[src/rtl/mm_job_scheduler_pkg.sv]
`default_nettype none
// ============================================================================
// mm_job_scheduler_pkg : shared state encodings and job-word layout
// Rev 1.0
// ============================================================================
package mm_job_scheduler_pkg;

  localparam int DEF_ADDR_WIDTH = 16;

  typedef enum logic [1:0] {
    SCH_IDLE    = 2'b00,
    SCH_ISSUE   = 2'b01,
    SCH_RELEASE = 2'b10
  } sch_state_t;

  // Packed job word is {base_p, base_a, base_b, n, k, m}; offsets are in field units
  localparam int JOB_FIELDS = 6;
  localparam int OFF_M      = 0;
  localparam int OFF_K      = 1;
  localparam int OFF_N      = 2;
  localparam int OFF_BASE_B = 3;
  localparam int OFF_BASE_A = 4;
  localparam int OFF_BASE_P = 5;

endpackage
`default_nettype wire

[src/rtl/mm_job_scheduler_job_fifo.sv]
`default_nettype none
// ============================================================================
// mm_job_scheduler_job_fifo : single-clock first-word-fall-through job queue
// Rev 1.0
// ============================================================================
module mm_job_scheduler_job_fifo #(
  parameter int WIDTH = 96,
  parameter int DEPTH = 4
) (
  input  logic             clk_i,
  input  logic             rst_i,
  input  logic             push_i,
  input  logic             pop_i,
  input  logic [WIDTH-1:0] data_i,
  output logic [WIDTH-1:0] data_o,
  output logic             full_o,
  output logic             empty_o
);

  localparam int AW = $clog2(DEPTH);

  logic [AW:0]      r_wr_ptr;
  logic [AW:0]      r_rd_ptr;
  logic [WIDTH-1:0] r_mem [DEPTH];
  logic             w_do_push;
  logic             w_do_pop;

  // Extra pointer MSB separates the full case from the empty case
  assign full_o    = (r_wr_ptr[AW] != r_rd_ptr[AW]) && (r_wr_ptr[AW-1:0] == r_rd_ptr[AW-1:0]);
  assign empty_o   = (r_wr_ptr == r_rd_ptr);
  assign w_do_push = push_i && !full_o;
  assign w_do_pop  = pop_i && !empty_o;
  assign data_o    = r_mem[r_rd_ptr[AW-1:0]];

  always_ff @(posedge clk_i or posedge rst_i) begin
    if (rst_i) begin
      r_wr_ptr <= '0;
      r_rd_ptr <= '0;
    end else begin
      if (w_do_push) r_wr_ptr <= r_wr_ptr + 1'b1;
      if (w_do_pop)  r_rd_ptr <= r_rd_ptr + 1'b1;
    end
  end

  always_ff @(posedge clk_i) begin
    if (w_do_push) r_mem[r_wr_ptr[AW-1:0]] <= data_i;
  end

endmodule
`default_nettype wire

[src/rtl/mm_job_scheduler.sv]
`default_nettype none
// ============================================================================
// mm_job_scheduler : queues matmul jobs and sequences them into the controller
// Rev 1.0
// ============================================================================
module mm_job_scheduler
  import mm_job_scheduler_pkg::*;
#(
  parameter int ADDR_WIDTH     = DEF_ADDR_WIDTH,
  parameter int DEPTH          = 4,
  parameter int TIMEOUT_CYCLES = 65535
) (
  input  logic                  clk_i,
  input  logic                  rst_i,
  input  logic                  job_valid_i,
  output logic                  job_ready_o,
  input  logic [ADDR_WIDTH-1:0] job_m_i,
  input  logic [ADDR_WIDTH-1:0] job_k_i,
  input  logic [ADDR_WIDTH-1:0] job_n_i,
  input  logic [ADDR_WIDTH-1:0] job_base_a_i,
  input  logic [ADDR_WIDTH-1:0] job_base_b_i,
  input  logic [ADDR_WIDTH-1:0] job_base_p_i,
  output logic                  ctrl_start_o,
  input  logic                  ctrl_valid_i,
  output logic [ADDR_WIDTH-1:0] ctrl_m_o,
  output logic [ADDR_WIDTH-1:0] ctrl_k_o,
  output logic [ADDR_WIDTH-1:0] ctrl_n_o,
  output logic [ADDR_WIDTH-1:0] ctrl_base_a_o,
  output logic [ADDR_WIDTH-1:0] ctrl_base_b_o,
  output logic [ADDR_WIDTH-1:0] ctrl_base_p_o,
  output logic                  busy_o,
  output logic                  done_o,
  output logic [7:0]            jobs_done_o,
  output logic                  rejected_o,
  output logic                  timeout_o,
  input  logic                  clear_i
);

  localparam int JW  = JOB_FIELDS * ADDR_WIDTH;
  localparam int WDW = $clog2(TIMEOUT_CYCLES + 1);
  localparam logic [WDW-1:0] C_TIMEOUT = WDW'(TIMEOUT_CYCLES);

  sch_state_t            r_state;
  logic                  r_start;
  logic                  r_done;
  logic                  r_job_pending;
  logic [WDW-1:0]        r_wdog;
  logic [7:0]            r_jobs_done;
  logic                  r_rejected;
  logic                  r_timeout;
  logic [ADDR_WIDTH-1:0] r_m, r_k, r_n, r_base_a, r_base_b, r_base_p;

  logic [JW-1:0] w_job_in;
  logic [JW-1:0] w_head;
  logic          w_full;
  logic          w_empty;
  logic          w_zero_dim;
  logic          w_offer;
  logic          w_push;
  logic          w_reject;
  logic          w_pop;
  logic          w_job_complete;
  logic          w_wdog_hit;

  assign w_job_in   = {job_base_p_i, job_base_a_i, job_base_b_i, job_n_i, job_k_i, job_m_i};
  assign w_zero_dim = (job_m_i == '0) || (job_k_i == '0) || (job_n_i == '0);
  assign w_offer    = job_valid_i && !w_full;
  assign w_push     = w_offer && !w_zero_dim;
  assign w_reject   = w_offer && w_zero_dim;
  // Issue decision uses a one-cycle-late view of occupancy, so a fresh push starts on the second edge
  assign w_pop          = (r_state == SCH_IDLE) && r_job_pending;
  assign w_job_complete = (r_state == SCH_RELEASE) && !ctrl_valid_i;
  assign w_wdog_hit     = (r_state == SCH_ISSUE) && !ctrl_valid_i && (r_wdog == C_TIMEOUT - 1'b1);

  mm_job_scheduler_job_fifo #(
    .WIDTH (JW),
    .DEPTH (DEPTH)
  ) u_job_fifo (
    .clk_i   (clk_i),
    .rst_i   (rst_i),
    .push_i  (w_push),
    .pop_i   (w_pop),
    .data_i  (w_job_in),
    .data_o  (w_head),
    .full_o  (w_full),
    .empty_o (w_empty)
  );

  always_ff @(posedge clk_i or posedge rst_i) begin
    if (rst_i) begin
      r_state       <= SCH_IDLE;
      r_start       <= 1'b0;
      r_done        <= 1'b0;
      r_job_pending <= 1'b0;
      r_wdog        <= '0;
      r_jobs_done   <= 8'd0;
      r_rejected    <= 1'b0;
      r_timeout     <= 1'b0;
      r_m           <= '0;
      r_k           <= '0;
      r_n           <= '0;
      r_base_a      <= '0;
      r_base_b      <= '0;
      r_base_p      <= '0;
    end else begin
      r_job_pending <= !w_empty;
      r_done        <= 1'b0;
      case (r_state)
        SCH_IDLE: begin
          if (r_job_pending) begin
            r_state  <= SCH_ISSUE;
            r_start  <= 1'b1;
            r_wdog   <= '0;
            r_m      <= w_head[OFF_M*ADDR_WIDTH +: ADDR_WIDTH];
            r_k      <= w_head[OFF_K*ADDR_WIDTH +: ADDR_WIDTH];
            r_n      <= w_head[OFF_N*ADDR_WIDTH +: ADDR_WIDTH];
            r_base_a <= w_head[OFF_BASE_A*ADDR_WIDTH +: ADDR_WIDTH];
            r_base_b <= w_head[OFF_BASE_B*ADDR_WIDTH +: ADDR_WIDTH];
            r_base_p <= w_head[OFF_BASE_P*ADDR_WIDTH +: ADDR_WIDTH];
          end
        end
        SCH_ISSUE: begin
          if (ctrl_valid_i) begin
            r_state <= SCH_RELEASE;
            r_start <= 1'b0;
          end else if (r_wdog != C_TIMEOUT) begin
            r_wdog <= r_wdog + 1'b1;
          end
        end
        SCH_RELEASE: begin
          if (!ctrl_valid_i) begin
            r_state <= SCH_IDLE;
            r_done  <= 1'b1;
          end
        end
        default: begin
          r_state <= SCH_IDLE;
          r_start <= 1'b0;
        end
      endcase

      if (clear_i) begin
        r_jobs_done <= 8'd0;
        r_rejected  <= 1'b0;
        r_timeout   <= 1'b0;
      end else begin
        if (w_job_complete) r_jobs_done <= r_jobs_done + 8'd1;
        if (w_reject)       r_rejected  <= 1'b1;
        if (w_wdog_hit)     r_timeout   <= 1'b1;
      end
    end
  end

  assign job_ready_o   = !w_full;
  assign busy_o        = (r_state != SCH_IDLE) || !w_empty;
  assign ctrl_start_o  = r_start;
  assign done_o        = r_done;
  assign jobs_done_o   = r_jobs_done;
  assign rejected_o    = r_rejected;
  assign timeout_o     = r_timeout;
  assign ctrl_m_o      = r_m;
  assign ctrl_k_o      = r_k;
  assign ctrl_n_o      = r_n;
  assign ctrl_base_a_o = r_base_a;
  assign ctrl_base_b_o = r_base_b;
  assign ctrl_base_p_o = r_base_p;

endmodule
`default_nettype wire

[config.mk]
export PLATFORM = sky130hd
export DESIGN_NAME = mm_job_scheduler
export DESIGN_NICKNAME = d
export VERILOG_FILES = /design/src/rtl/mm_job_scheduler_pkg.sv /design/src/rtl/mm_job_scheduler_job_fifo.sv /design/src/rtl/mm_job_scheduler.sv
export SDC_FILE = /design/constraint.sdc
export NUM_CORES = 1
export LEC_CHECK = 0
export CAP_MARGIN = 15
export CORE_ASPECT_RATIO = 2
export CORE_MARGIN = 5
export CORE_UTILIZATION = 50
export CTS_CLUSTER_SIZE = 24
export DETAILED_ROUTE_END_ITERATION = 8
export DONT_BUFFER_PORTS = 1
export GPL_TIMING_DRIVEN = 0
export HOLD_SLACK_MARGIN = 0.15
export SYNTH_ARGS = -nofsm -noshare
export SYNTH_HDL_FRONTEND = slang
export SYNTH_SLANG_ARGS = --single-unit
[constraint.sdc]
create_clock -name clk_i -period 10.3 [get_ports clk_i]
set_input_delay 1.545 -clock clk_i [delete_from_list [all_inputs] [get_ports clk_i]]
set_output_delay 1.545 -clock clk_i [all_outputs]
set_load 0.01 [all_outputs]
# Yosys cells after proc, flatten, opt, wreduce, memory -nomap -nowiden
# Memories as Yosys holds them, arrays and structs flattened. A register that Yosys moved wholly into a read port is not among the register bits.
# Cells that the tools add are included.
[op_classes]
n_bitwise = 1
n_reduce_logical = 30
eq_ne = 12
addsub = 4
mux = 21
[ops]
columns = ["cell", "count"]
rows = [
  ["$logic_not 16->1", 3],
  ["$mux 16", 3],
  ["$pmux 16 s2", 1],
  ["$add 16x1->16 const B", 1],
  ["$eq 16x16->1 const B", 1],
  ["$mux 8", 2],
  ["$ne 16x16->1 const B", 1],
  ["$logic_and 1x1->1", 10],
  ["$mux 1", 10],
  ["$reduce_bool 2->1", 5],
  ["$add 8x1->8 const B", 1],
  ["$ne 2x2->1 const B", 4],
  ["$add 3x1->3 const B", 2],
  ["$mux 2", 3],
  ["$pmux 2 s3", 1],
  ["$reduce_and 3->1", 2],
  ["$logic_not 1->1", 4],
  ["$reduce_and 4->1", 1],
  ["$eq 3x3->1", 1],
  ["$logic_or 1x1->1", 3],
  ["$pmux 1 s3", 1],
  ["$eq 2x1->1 const B", 1],
  ["$eq 2x2->1", 1],
  ["$eq 2x2->1 const B", 1],
  ["5 further kinds", 5],
]
[totals]
memories = 1
wordCells = 79
ff_bits = 37
output_inout_bits = 110
ram_bits = 384
[memory_table]
columns = ["name", "words", "word_bits", "rd", "rd_clocked_by_memory_dff", "wr", "line", "text"]
rows = [
  ["u_job_fifo.r_mem", 4, 96, 1, 1, 1, "mm_job_scheduler_job_fifo.sv:24", "logic [WIDTH-1:0] r_mem [DEPTH];"],
]

# Logic depth before layout (Yosys ltp)
# Gate-level depths: netlist of run 1.
[logic_depth]
depth_word = 8
depth_mapped = 7

# By module
# A second synthesis of run 1 with hierarchy kept.
[hier_totals]
cells_unflattened = 943
hier_area_um2 = 19666.4
[modules_own_cells]
columns = ["mod", "area_per_inst_um2", "cells_each", "seq_area_each_um2", "n_inst"]
rows = [
  ["mm_job_scheduler_job_fifo", 14345.0, 551, 11681.2, 1],
  ["mm_job_scheduler", 5321.4, 392, 3178.0, 1],
]

# Worst setup path after synthesis of run 1
# No wires, ideal clock.
[synth_timing]
path_kind = "input to register"
from = "input job_k_i[0]"
to = "memory u_job_fifo.r_mem[3][0] (enable)"
cell_stages = 4
path_slack_ns = 1.215
setup_ns = 0.673
t_arrival_ns = 8.413
cell_sequence = "nor4_1 -> nand4_1 -> nand2_1 -> nor3_1"
[synth_between]
elab_chain_len = 8
[synth_lines]
columns = ["item", "line", "text"]
rows = [
  ["start: declaration", "mm_job_scheduler.sv:18", "input logic [ADDR_WIDTH-1:0] job_k_i,"],
  ["$logic_not 16->1", "mm_job_scheduler.sv:66", "assign w_zero_dim = (job_m_i == '0) || (job_k_i == '0) || (job_n_i == '0);"],
  ["$logic_or 1x1->1 (2 in a row)", "mm_job_scheduler.sv:66", ""],
  ["$logic_not 1->1", "mm_job_scheduler.sv:68", "assign w_push = w_offer && !w_zero_dim;"],
  ["$logic_and 1x1->1", "mm_job_scheduler.sv:68", ""],
  ["$logic_and 1x1->1", "mm_job_scheduler_job_fifo.sv:31", "assign w_do_push = push_i && !full_o;"],
  ["$mux 1", "mm_job_scheduler_job_fifo.sv:46", "if (w_do_push) r_mem[r_wr_ptr[AW-1:0]] <= data_i;"],
  ["$mux 1 (implied by the code)", "mm_job_scheduler_job_fifo.sv:46", ""],
  ["end: declaration", "mm_job_scheduler_job_fifo.sv:24", ""],
]
# Every way passes these cells.

# Worst setup path in the final report of run 1
[layout_timing]
from = "register u_job_fifo.r_rd_ptr[1]"
to = "output busy_o"
[layout_between]
elab_chain_len = 3
[layout_lines]
columns = ["item", "line", "text"]
rows = [
  ["start: declaration", "mm_job_scheduler_job_fifo.sv:23", "logic [AW:0] r_rd_ptr;"],
  ["start signal: assignment", "mm_job_scheduler_job_fifo.sv:41", "if (w_do_pop) r_rd_ptr <= r_rd_ptr + 1'b1;"],
  ["$eq 3x3->1", "mm_job_scheduler_job_fifo.sv:30", "assign empty_o = (r_wr_ptr == r_rd_ptr);"],
  ["$logic_not 1->1", "mm_job_scheduler.sv:155", "assign busy_o = (r_state != SCH_IDLE) || !w_empty;"],
  ["$logic_or 1x1->1", "mm_job_scheduler.sv:155", ""],
  ["end: declaration", "mm_job_scheduler.sv:31", "output logic busy_o,"],
]
# Every way passes these cells.

==> flow_metrics.py, run 1 <==
metrics = {
    "synthesis": {
        "yosys_warnings": 0,
        "async_flop_share_pct": 25.73,
        "synth.avg_cell_area_um2": 21.46,
        "synth_ff_type": "edfxtp_1",
        "synthCells": 912,
        "seq_area_frac_synth_pct": 75.93,
        "synth_edf_count": 384,
        "synth_cell_types": 58,
        "ys_ff_latch": 517,
        "synth_area_um2": 19570,
        "syn_nets": 1021,
    },
    "die": {
        "io_pins": 211,
        "start_util_pct": 50.61,
        "num_rows": 102,
        "dieHeight_um": 289.8,
        "die_w_um": 149.9,
        "coreArea_um2": 38670,
        "dieArea_um2": 43430,
    },
    "global_routing": {
        "grtUsageMet3_pct": 6.210,
        "grt_pass1_vias": 9683,
        "grtUsageMet2_pct": 34.58,
        "grt-ovfl-total": 0,
        "grtUsageMet1_pct": 20.09,
        "grt.busiest_layer": "met2",
        "grt_pass1_wl_mm": 60.15,
        "grt_use_total_pct": 18.67,
        "grt_start_max_net_pins": 83,
        "antenna_found_initial": 0,
    },
    "clocking": {
        "cts_setup_buffers": 0,
        "cts.clk_slew.worst_paths_ns": 0.07,
        "cts_tree": "yes",
        "cts_resized": 0,
        "numCtsBuffers": 44,
        "cts_root_buf": "clkbuf_16",
        "h-tree-depth": 2,
        "cts_max_path_buffers": 3,
        "worstSkewPairLatency_ns": 0.55,
        "ctsHoldBuffers": 0,
        "clock_sinks": 517,
    },
    "timing": {
        "fin_setup_tns_ns": 0,
        "hold_viol": 0,
        "layout_min_cycle_time_ns": 3.664,
        "tightest_slew_ns": 0.8604,
        "setup_violations": 0,
        "slew_headroom_pct": 42.64,
        "fmax_mhz": 272.9,
        "grt_setup_unrepaired": "false",
        "final_max_slew_viol_count": 0,
        "fin_crit_sh_pct": 35.57,
        "skew_ns": 0.02126,
    },
    "worst_setup_path": {
        "rr_worst_depth": 7,
        "worstSetupPathType": "reg -> out",
        "required_ns": 8.76,
        "cp_cell_sequence": "buf_6 -> xor2_1 -> or3b_4 -> or3_1",
        "r2r_slack_ns": 7.44,
        "r2r_start": "u_job_fifo.r_rd_ptr[1]",
        "r2r_end": "u_job_fifo.r_mem[2][67]",
        "path_max_fanout": 8,
        "crit_slowest_cell": "or3b_4",
        "worstPathArrival_ns": 2.12,
        "cp-end-kind": "output pin",
        "start_kind": "flop",
        "slowest_delay_ns": 0.42,
    },
    "routing": {
        "drcViolationCount": 0,
        "drt_iter0_markers": 367,
        "post_drt_wl_per_cell_um": 26.04,
        "num_vias": 8683,
        "first_pass_iters": 4,
        "antenna_left": 0,
        "via_per_inst": 5.675,
        "routed_wl_mm": 39.84,
    },
    "pwr": {
        "max-vdd-ir-drop_uv": 221.7,
        "power_density_nw_per_um2": 304.8,
        "p_leak_uw": 0.007551,
    },
    "cells_and_area": {
        "drive_gt1_share_pct": 32.67,
        "layout.area.seq_um2": 14860,
        "postLayoutCellArea_um2": 21990,
        "nets": 1083,
        "nFillCells": 2926,
        "insertedDiodeCount": 0,
        "area_growth_pct": 12.39,
        "multi_input_area_um2": 4433,
    },
    "placed_design": {
        "placed_area_um2": 20490,
        "portBuffers": 0,
        "routabilityCongestion": 0.7749,
        "dp_hpwl_mm": 25.85,
    },
    "min_path": {
        "hp-start": "u_job_fifo.r_wr_ptr[2]",
        "holdPathEnd": "u_job_fifo.r_wr_ptr[2]",
        "hp-class": "reg -> reg",
        "min_delay_path_depth": 1,
    },
    "run": {
        "maxCapViolCount": 0,
    },
    "status": {
        "status": "finished, final reports clean",
    },
}
==> critical path, delay by kind of cell, from the launching register on <==
kind	cells	cell delay, ns
and+or+nand+nor	2	0.82
DFF	1	0.40
xor gates and xnor gates	1	0.18
buffers and inverters	1	0.17
==> worst max-delay path by stage <==
stage | end | start | cells after the start | slack [ns]
after floorplan | u_job_fifo.r_mem[3][0] | job_k_i[0] | 4 | 1.21
after global placement | u_job_fifo.r_mem[3][69] | job_n_i[10] | 4 | -5.25
after detailed placement | u_job_fifo.r_mem[2][67] | job_n_i[10] | 6 | 6.27
after CTS | busy_o | u_job_fifo.r_rd_ptr[1] | 4 | 6.59
after global routing | busy_o | u_job_fifo.r_rd_ptr[1] | 4 | 6.57
final | busy_o | u_job_fifo.r_rd_ptr[1] | 4 | 6.64
==> flip-flops by register name, summed over array words and instances, names as in the netlist, 2 cells and up <==
signal	flops
u_job_fifo.r_rd_ptr	3
ctrl_base_p_o	16
jobs_done_o	8
ctrl_k_o	16
r_state	2
u_job_fifo.r_mem	384
ctrl_m_o	16
ctrl_n_o	16
r_wdog	16
u_job_fifo.r_wr_ptr	3
ctrl_base_b_o	16
ctrl_base_a_o	16
==> metrics by stage <==
step	hold slack [ns]	util [%]	setup WS (ns)	instances	total power, uW
finish	0.4953	56.88	6.636	1530	6704
detailed placement	0.4920	52.98	6.266	1448	5102
global route	0.5186	56.88	6.568	1530	7044
floorplan	0.4619	-	1.215	912	4547
CTS	0.5060	56.88	6.594	1530	6832
global placement	0.4808	52.29	-5.250	1432	5094
==> synthesized netlist by cell type (2+ instances only) <==
library cell,number,area [um2]
buf_12,4,80.08
nand2_1,14,52.55
buf_2,23,115.1
a21oi_1,3,15.01
ha_1,8,100.1
nor3_1,4,20.02
a31oi_1,2,12.51
xor2_1,16,140.1
o31ai_1,2,15.01
edfxtp_1,384,11530
a2111oi_4,2,55.05
inv_1,5,18.77
mux2_2,97,1092
clkbuf_1,6,22.52
nand2b_1,2,12.51
o211ai_1,3,22.52
buf_4,2,15.01
nor4_1,12,75.07
and2_1,5,31.28
nand3_1,7,35.03
o21ai_0,2,10.01
xnor2_1,10,87.58
buf_6,3,33.78
nor2_1,23,86.33
nand4_1,9,56.30
dfrtp_1,133,3328
nor3b_4,2,37.54
mux4_2,96,2162
and3_1,4,25.02
==> routing by layer <==
metal / wire length, um / vias up
met3: 3087 / 50
met4: 1007 / 0
li1: - / 3784
met2: 22240 / 216
met5: 0 / -
met1: 13500 / 4633
==> area by class of cell <==
type                            count  area share [%]
Timing Repair Buffer               16           1.132
Clock inverter                     21           1.223
Tap cell                          520           2.958
Buffer                             39           1.229
Inverter                            5          0.1195
Multi-Input combinational cell    351           20.16
Sequential cell                   517           67.56
Clock buffer                       61           5.621
==> cell families (layout without fill, tap and decap cells) <==
kind of cell | after synthesis | in the layout | synth area share [%]
AO/OA/AOI/OAI | 23 | 23 | 1.080
buffers and inverters | 44 | 142 | 1.477
multiplexers | 195 | 195 | 16.76
flip-flops | 517 | 517 | 75.93
adder cells (fa/ha/maj) | 8 | 8 | 0.5115
XOR/XNOR | 26 | 26 | 1.164
AND/OR/NAND/NOR | 99 | 99 | 3.075
==> layout by cell type (no fill, tap or decap), types with 5 or more instances in the layout <==
master | netlist | final
edfxtp_1 | 384 | 384
dfrtp_1 | 133 | 133
mux2_2 | 97 | 97
mux4_2 | 96 | 96
clkbuf_16 | 0 | 45
buf_2 | 23 | 23
nor2_1 | 23 | 23
clkbuf_1 | 6 | 17
xor2_1 | 16 | 16
buf_6 | 3 | 14
nand2_1 | 14 | 14
nor4_1 | 12 | 12
xnor2_1 | 10 | 10
nand4_1 | 9 | 9
ha_1 | 8 | 8
nand3_1 | 7 | 7
clkinv_1 | 0 | 6
bufinv_16 | 0 | 6
clkbuf_8 | 0 | 5
==> power breakdown <==
part | leakage (uW) | internal (uW) | switching (uW) | total (uW)
registers | 0.00513 | 2860 | 355 | 3220
clock network | 0.000731 | 996 | 720 | 1720
logic | 0.00169 | 908 | 863 | 1770
total | 0.00755 | 4770 | 1940 | 6700
No activity file was read; power rests on OpenSTA's default activity.
==> run 2, diff against run 1 <==
- ABC_AREA: not set -> 1
- PLACE_DENSITY: not set -> 0.68
- clock period: 10.3 -> 3 ns (I/O delays scaled with it)
==> run 2 against run 1 <==
Compared with the run above: die area is 2.2% higher; worst setup slack got worse by 6.4 ns; non-clock buffer count grew 162; clock-buffer cell count decreased by 6; via count grew 51%; global-route usage increased by 4.8 points; power grew to 3.7 times the previous value; utilization increased by 3.3 points; critical path depth up 5; first-iteration DRC count grew 93%; critical path type is now reg -> reg; largest cell class unchanged.
==> flow_metrics.py, run 2 <==
metrics = {
    "status": {
        "status": "finished, final reports clean",
    },
    "worst_setup_path": {
        "path_max_fanout": 14,
        "cp_cell_sequence": "buf_6 -> xnor2_2 -> nand3_2 -> nand2_4 -> nor3b_4 -> buf_8 -> buf_16 -> buf_16 -> buf_8",
        "start_kind": "flop",
        "worstSetupPathType": "reg -> reg",
        "slowest_delay_ns": 0.64,
        "worstPathArrival_ns": 3.01,
        "crit_slowest_cell": "nor3b_4",
        "required_ns": 3.25,
        "cp-end-kind": "flop",
    },
    "clocking": {
        "cts_setup_buffers": 0,
        "cts_root_buf": "clkbuf_16",
        "h-tree-depth": 2,
        "worstSkewPairLatency_ns": 0.56,
        "numCtsBuffers": 45,
        "cts_tree": "yes",
        "cts_max_path_buffers": 3,
        "cts.clk_slew.worst_paths_ns": 0.07,
        "cts_resized": 0,
        "clock_sinks": 517,
    },
    "timing": {
        "final_max_slew_viol_count": 0,
        "fin_crit_sh_pct": 92.12,
        "setup_violations": 0,
        "layout_min_cycle_time_ns": 2.764,
        "fmax_mhz": 361.9,
        "tightest_slew_ns": 0.9322,
        "skew_ns": 0.01584,
        "hold_viol": 0,
        "slew_headroom_pct": 37.79,
        "grt_setup_unrepaired": "false",
    },
    "synthesis": {
        "synth_top_area_share_pct": 57.58,
        "synth-adder-area-share_pct": 0.4998,
        "yosysMostFrequentCell": "nor2_1",
        "yosys.area_share.xor_xnor_pct": 0.6997,
        "synthMuxAreaShare_pct": 0,
        "synth_area_um2": 20030,
        "synth_edf_count": 384,
        "synthTopCellsByCount": "nor2_1, edfxtp_1, o21ai_0, dfrtp_1, a31oi_1",
        "synth_top_family_by_area": "simple AND/OR/NAND/NOR gates",
        "synth_simple_gate_area_share_pct": 12.85,
        "synth_ff_type": "edfxtp_1",
        "yosysTopAreaCell": "edfxtp_1",
        "seq_area_frac_synth_pct": 74.20,
        "synth.avg_cell_area_um2": 12.23,
        "synthTopCellsByArea": "edfxtp_1, dfrtp_1, nor2_1",
        "ys_ff_latch": 517,
        "yosys_warnings": 0,
        "async_flop_share_pct": 25.73,
        "synth_cell_types": 31,
        "synthCells": 1638,
        "syn_nets": 1747,
        "synth_compound_area_share_pct": 8.747,
    },
    "cells_and_area": {
        "drive_gt1_share_pct": 10.01,
        "nets": 1924,
        "largest_reg_flops": 384,
        "postLayoutCellArea_um2": 23820,
        "final_common_cell": "nor2_1",
        "layout_common_cells": "nor2_1, edfxtp_1, o21ai_0",
        "final_util_pct": 60.20,
        "area_growth_pct": 18.92,
    },
    "pwr": {
        "power_frac_comb_pct": 32.2,
        "pwr-share-seq_pct": 44.9,
        "p_int_uw": 15450,
        "clkPwrFrac_pct": 22.9,
        "max-vdd-ir-drop_uv": 669.1,
        "power_density_nw_per_um2": 1029,
        "switchingPower_uw": 9049,
        "p_leak_uw": 0.008518,
        "swShare_pct": 36.93,
    },
    "global_routing": {
        "grt_pass1_vias": 13650,
        "grt_use_total_pct": 23.44,
        "grt-ovfl-total": 0,
        "antenna_found_initial": 2,
        "grt_start_max_net_pins": 37,
        "grt_pass1_wl_mm": 78.20,
    },
    "die": {
        "start_util_pct": 50.62,
        "coreArea_um2": 39560,
        "io_pins": 211,
        "dieArea_um2": 44400,
        "die_w_um": 151.5,
        "dieHeight_um": 293.0,
        "num_rows": 103,
    },
    "routing": {
        "drt_iter0_markers": 709,
        "via_per_inst": 5.518,
        "drcViolationCount": 0,
        "antenna_left": 0,
        "post_drt_wl_per_cell_um": 22.13,
        "routed_wl_mm": 52.56,
        "num_vias": 13110,
        "first_pass_iters": 7,
    },
    "placed_design": {
        "placed_area_um2": 21420,
        "routabilityCongestion": 0.8043,
        "portBuffers": 0,
        "dp_hpwl_mm": 35.11,
    },
    "run": {
        "maxCapViolCount": 0,
    },
    "min_path": {
        "hp-class": "in -> reg",
    },
}
run 2: cell count changes after synthesis, moves of 8 or more:
cell	before	now
o21ai_0	2	202
nor4_1	12	0
xor2_1	16	8
clkbuf_1	6	31
nand2_1	14	86
buf_4	2	22
o21ai_1	1	9
nor2_1	23	532
inv_1	5	27
a31oi_1	2	96
mux2_2	97	0
mux4_2	96	0
run 2: what timing repair did:
item | in CTS | in global routing
hold buffers | 99 | 0
endpoints found under the setup margin | 0 | 0
hold endpoints to repair | 430 | 0
run 2: final timing paths:
check / cells past startpoint / start / slack, ns / to
max in group asynchronous: 3 / rst_i / 1.71 / ctrl_base_b_o[15]
setup reg to reg: 9 / u_job_fifo.r_rd_ptr[1] / 0.24 / u_job_fifo.r_mem[3][49]
setup / recovery: 9 / u_job_fifo.r_rd_ptr[1] / 0.24 / u_job_fifo.r_mem[3][49]
hold / removal: 3 / job_valid_i / 0.23 / u_job_fifo.r_wr_ptr[2]
min in group asynchronous: 2 / rst_i / 0.56 / r_wdog[11]
hold reg to reg: 2 / u_job_fifo.r_mem[1][39] / 0.53 / ctrl_n_o[7]
run 2: area by class of cell:
cell class,count,area [um2]
Fill cell,3114,15750
Clock buffer,55,1184
Multi-Input combinational cell,1001,4649
Antenna cell,1,2.502
Inverter,33,127.6
Tap cell,525,656.9
Clock inverter,26,220.2
Timing Repair Buffer,130,1634
Sequential cell,517,14860
Buffer,87,483.0
run 2: logic make-up (layout without fill, tap and decap cells):
family / after synthesis / after routing
adder cells (fa/ha/maj): 8 / 8
AND/OR/NAND/NOR: 657 / 657
XOR/XNOR: 16 / 16
AO/OA/AOI/OAI: 320 / 320
other: 0 / 1
buffers and inverters: 120 / 331
flip-flops: 517 / 517
run 2: worst max-delay path, delay by kind of cell, from the launching register on:
family | cells | cell delay (ns)
xor gates and xnor gates | 1 | 0.15
and+or+nand+nor | 3 | 0.93
buffers and inverters | 5 | 0.93
DFF | 1 | 0.40
run 2: power by group through the flow:
| stage | clock (uW) | sequential [uW] | combinational [uW] |
|---|---|---|---|
| 2_1_floorplan | 0 | 10800 | 4880 |
| 3_3_place_gp | 0 | 11300 | 6980 |
| 3_5_place_dp | 0 | 11200 | 7780 |
| 4_1_cts | 5700 | 11000 | 7970 |
| 5_1_grt | 5950 | 11200 | 8670 |
| 6_report | 5620 | 11000 | 7880 |
run 2: stage by stage:
step | total power [uW] | cells | hold slack, ns | TNS, ns | worst slack (ns)
global placement | 18290 | 2163 | 0.5090 | -1237.61 | -3.197
CTS | 24700 | 2374 | 0.2044 | 0 | 0.2333
floorplan | 15680 | 1638 | 0.4965 | -299.25 | -0.7793
finish | 24500 | 2375 | 0.2293 | 0 | 0.2365
detailed placement | 18950 | 2194 | 0.5207 | 0 | 0.1338
global route | 25800 | 2375 | 0.2297 | 0 | 0.1018
run 2: routing by layer:
layer / GRT usage [%] / part of all wire (%) / vias up
met3: 4.660 / 7.3 / 114
met1: 25.86 / 35 / 6431
met5: 0 / 0.013 / -
li1: - / - / 6061
met4: 10.05 / 3.9 / 2
met2: 43.07 / 54 / 497
==> run 3, diff against run 2 <==
- CELL_PAD_IN_SITES_DETAIL_PLACEMENT: not set -> 0
- CELL_PAD_IN_SITES_GLOBAL_PLACEMENT: not set -> 2
- CORE_UTILIZATION: 50 -> 39
- PLACE_DENSITY: 0.68 -> 0.86
==> run 3 against run 2 <==
Compared with the run above: clock skew up 0.0085 ns; worst setup slack improved by 0.062 ns; global-route usage fell by 4.0 points; critical path depth is 1 lower; first-iteration DRC count up 18%; power up 2.3%; utilization down 13 points; cell count grew 5.8%; non-clock buffer count up 3; largest cell class unchanged.
==> flow_metrics.py, run 3 (same netlist as run 2, synthesis figures left out) <==
metrics = {
    "routing": {
        "routed_wl_mm": 55.44,
        "via_per_inst": 5.135,
        "drt_iter0_markers": 834,
        "antenna_left": 0,
        "num_vias": 12900,
        "first_pass_iters": 6,
        "post_drt_wl_per_cell_um": 22.06,
        "drcViolationCount": 0,
    },
    "timing": {
        "slew_headroom_pct": 35.65,
        "grt_setup_unrepaired": "false",
        "hold_viol": 0,
        "final_max_slew_viol_count": 0,
        "setup_violations": 0,
        "fin_crit_sh_pct": 90.04,
        "skew_ns": 0.02437,
        "tightest_slew_ns": 0.9643,
        "layout_min_cycle_time_ns": 2.701,
        "fmax_mhz": 370.2,
    },
    "cells_and_area": {
        "postLayoutCellArea_um2": 24220,
        "drive_gt1_share_pct": 10.35,
        "layout_common_cells": "nor2_1, edfxtp_1, o21ai_0",
        "layout.area.seq_um2": 14860,
        "area_growth_pct": 20.93,
        "nFillCells": 4490,
        "final_common_cell": "nor2_1",
        "nets": 1927,
        "largest_reg_flops": 384,
        "multi_input_area_um2": 4649,
    },
    "pwr": {
        "switchingPower_uw": 9145,
        "p_int_uw": 15930,
        "pwr-share-seq_pct": 43.8,
        "swShare_pct": 36.47,
        "power.total_uw": 25080,
        "max-vdd-ir-drop_uv": 562.5,
        "clkPwrFrac_pct": 24.3,
        "p_leak_uw": 0.008640,
        "power_frac_comb_pct": 31.9,
        "power_density_nw_per_um2": 1035,
    },
    "worst_setup_path": {
        "worstSetupPathType": "reg -> reg",
        "r2r_slack_ns": 0.30,
        "start_kind": "flop",
        "cp-end-kind": "flop",
        "path_max_fanout": 16,
        "worstPathArrival_ns": 2.96,
        "required_ns": 3.26,
    },
    "global_routing": {
        "antenna_found_initial": 2,
        "grt-ovfl-total": 0,
        "grt_use_total_pct": 19.40,
        "grt_pass1_vias": 13470,
        "grt_start_max_net_pins": 36,
        "grt_pass1_wl_mm": 82.15,
    },
    "placed_design": {
        "portBuffers": 0,
        "routabilityCongestion": 0.7625,
        "dp_hpwl_mm": 38.46,
        "placed_area_um2": 21660,
    },
    "clocking": {
        "cts_root_buf": "clkbuf_16",
        "clock_sinks": 517,
        "numCtsBuffers": 45,
        "cts_max_path_buffers": 3,
        "cts_resized": 0,
        "cts_tree": "yes",
        "cts.clk_slew.worst_paths_ns": 0.06,
        "worstSkewPairLatency_ns": 0.57,
        "h-tree-depth": 2,
    },
    "run": {
        "maxCapViolCount": 0,
    },
    "die": {
        "start_util_pct": 39.31,
        "die_w_um": 170.2,
        "coreArea_um2": 50940,
        "io_pins": 211,
        "dieArea_um2": 56260,
        "num_rows": 117,
        "dieHeight_um": 330.5,
    },
    "min_path": {
        "hp-class": "in -> reg",
    },
    "status": {
        "status": "finished, final reports clean",
    },
}
run 3: power groups by stage:
| stage | clock, uW | combinational (uW) | sequential [uW] |
|---|---|---|---|
| after floorplan | 0 | 4880 | 10800 |
| after global routing | 6530 | 8830 | 11200 |
| after global placement | 0 | 7130 | 11300 |
| after detailed placement | 0 | 7930 | 11200 |
| final | 6100 | 7990 | 11000 |
| after CTS | 6240 | 8110 | 11000 |
run 3: final cells by class:
type | instances | area share, %
Buffer | 87 | 1.994
Clock inverter | 22 | 1.018
Sequential cell | 517 | 61.36
Tap cell | 654 | 3.379
Timing Repair Buffer | 133 | 7.057
Antenna cell | 4 | 0.04133
Inverter | 33 | 0.5270
Multi-Input combinational cell | 1001 | 19.20
Clock buffer | 62 | 5.430
run 3: repair_timing:
item / 4_1_cts / 5_1_grt
hold buffers: 99 / 0
endpoints found under the hold margin: 413 / 0
buffers inserted: 0 / 0
run 3: worst paths after layout:
check / cells past startpoint / to / start
setup reg to reg: 8 / u_job_fifo.r_mem[3][85] / u_job_fifo.r_rd_ptr[1]
max in group asynchronous: 4 / ctrl_n_o[8] / rst_i
hold reg to reg: 2 / ctrl_base_b_o[12] / u_job_fifo.r_mem[1][60]
hold / removal: 3 / jobs_done_o[6] / clear_i
min in group asynchronous: 2 / ctrl_k_o[7] / rst_i
setup / recovery: 8 / u_job_fifo.r_mem[3][85] / u_job_fifo.r_rd_ptr[1]
run 3: layer usage:
metal | up-vias | global-route usage, % | part of all wire (%)
li1 | 6084 | - | -
met1 | 6326 | 21.28 | 36
met2 | 389 | 36.45 | 54
met3 | 105 | 4.036 | 6.5
met4 | 0 | 7.020 | 3.4
met5 | - | 0 | 0
run 3: critical path: stages (launching register included):
cell and delay [ns]:
dfrtp_1 0.39, buf_6 0.16, xnor2_2 0.16, nand3_2 0.15, nand2_4 0.14, nor3b_4 0.78
buf_16 0.23, buf_8 0.17, buf_8 0.20
run 3: stage by stage:
step                utilization, %  hold WS, ns  worst slack, ns  setup TNS (ns)  std cells
CTS                          47.52       0.1636           0.2607               0       2509
global route                 47.52       0.2197           0.1683               0       2510
detailed placement           42.51       0.4209           0.1905               0       2326
floorplan                        -       0.4965          -0.7793         -299.25       1638
finish                       47.54       0.1933           0.2987               0       2513
global placement             41.10       0.5101           -3.189        -1260.24       2292
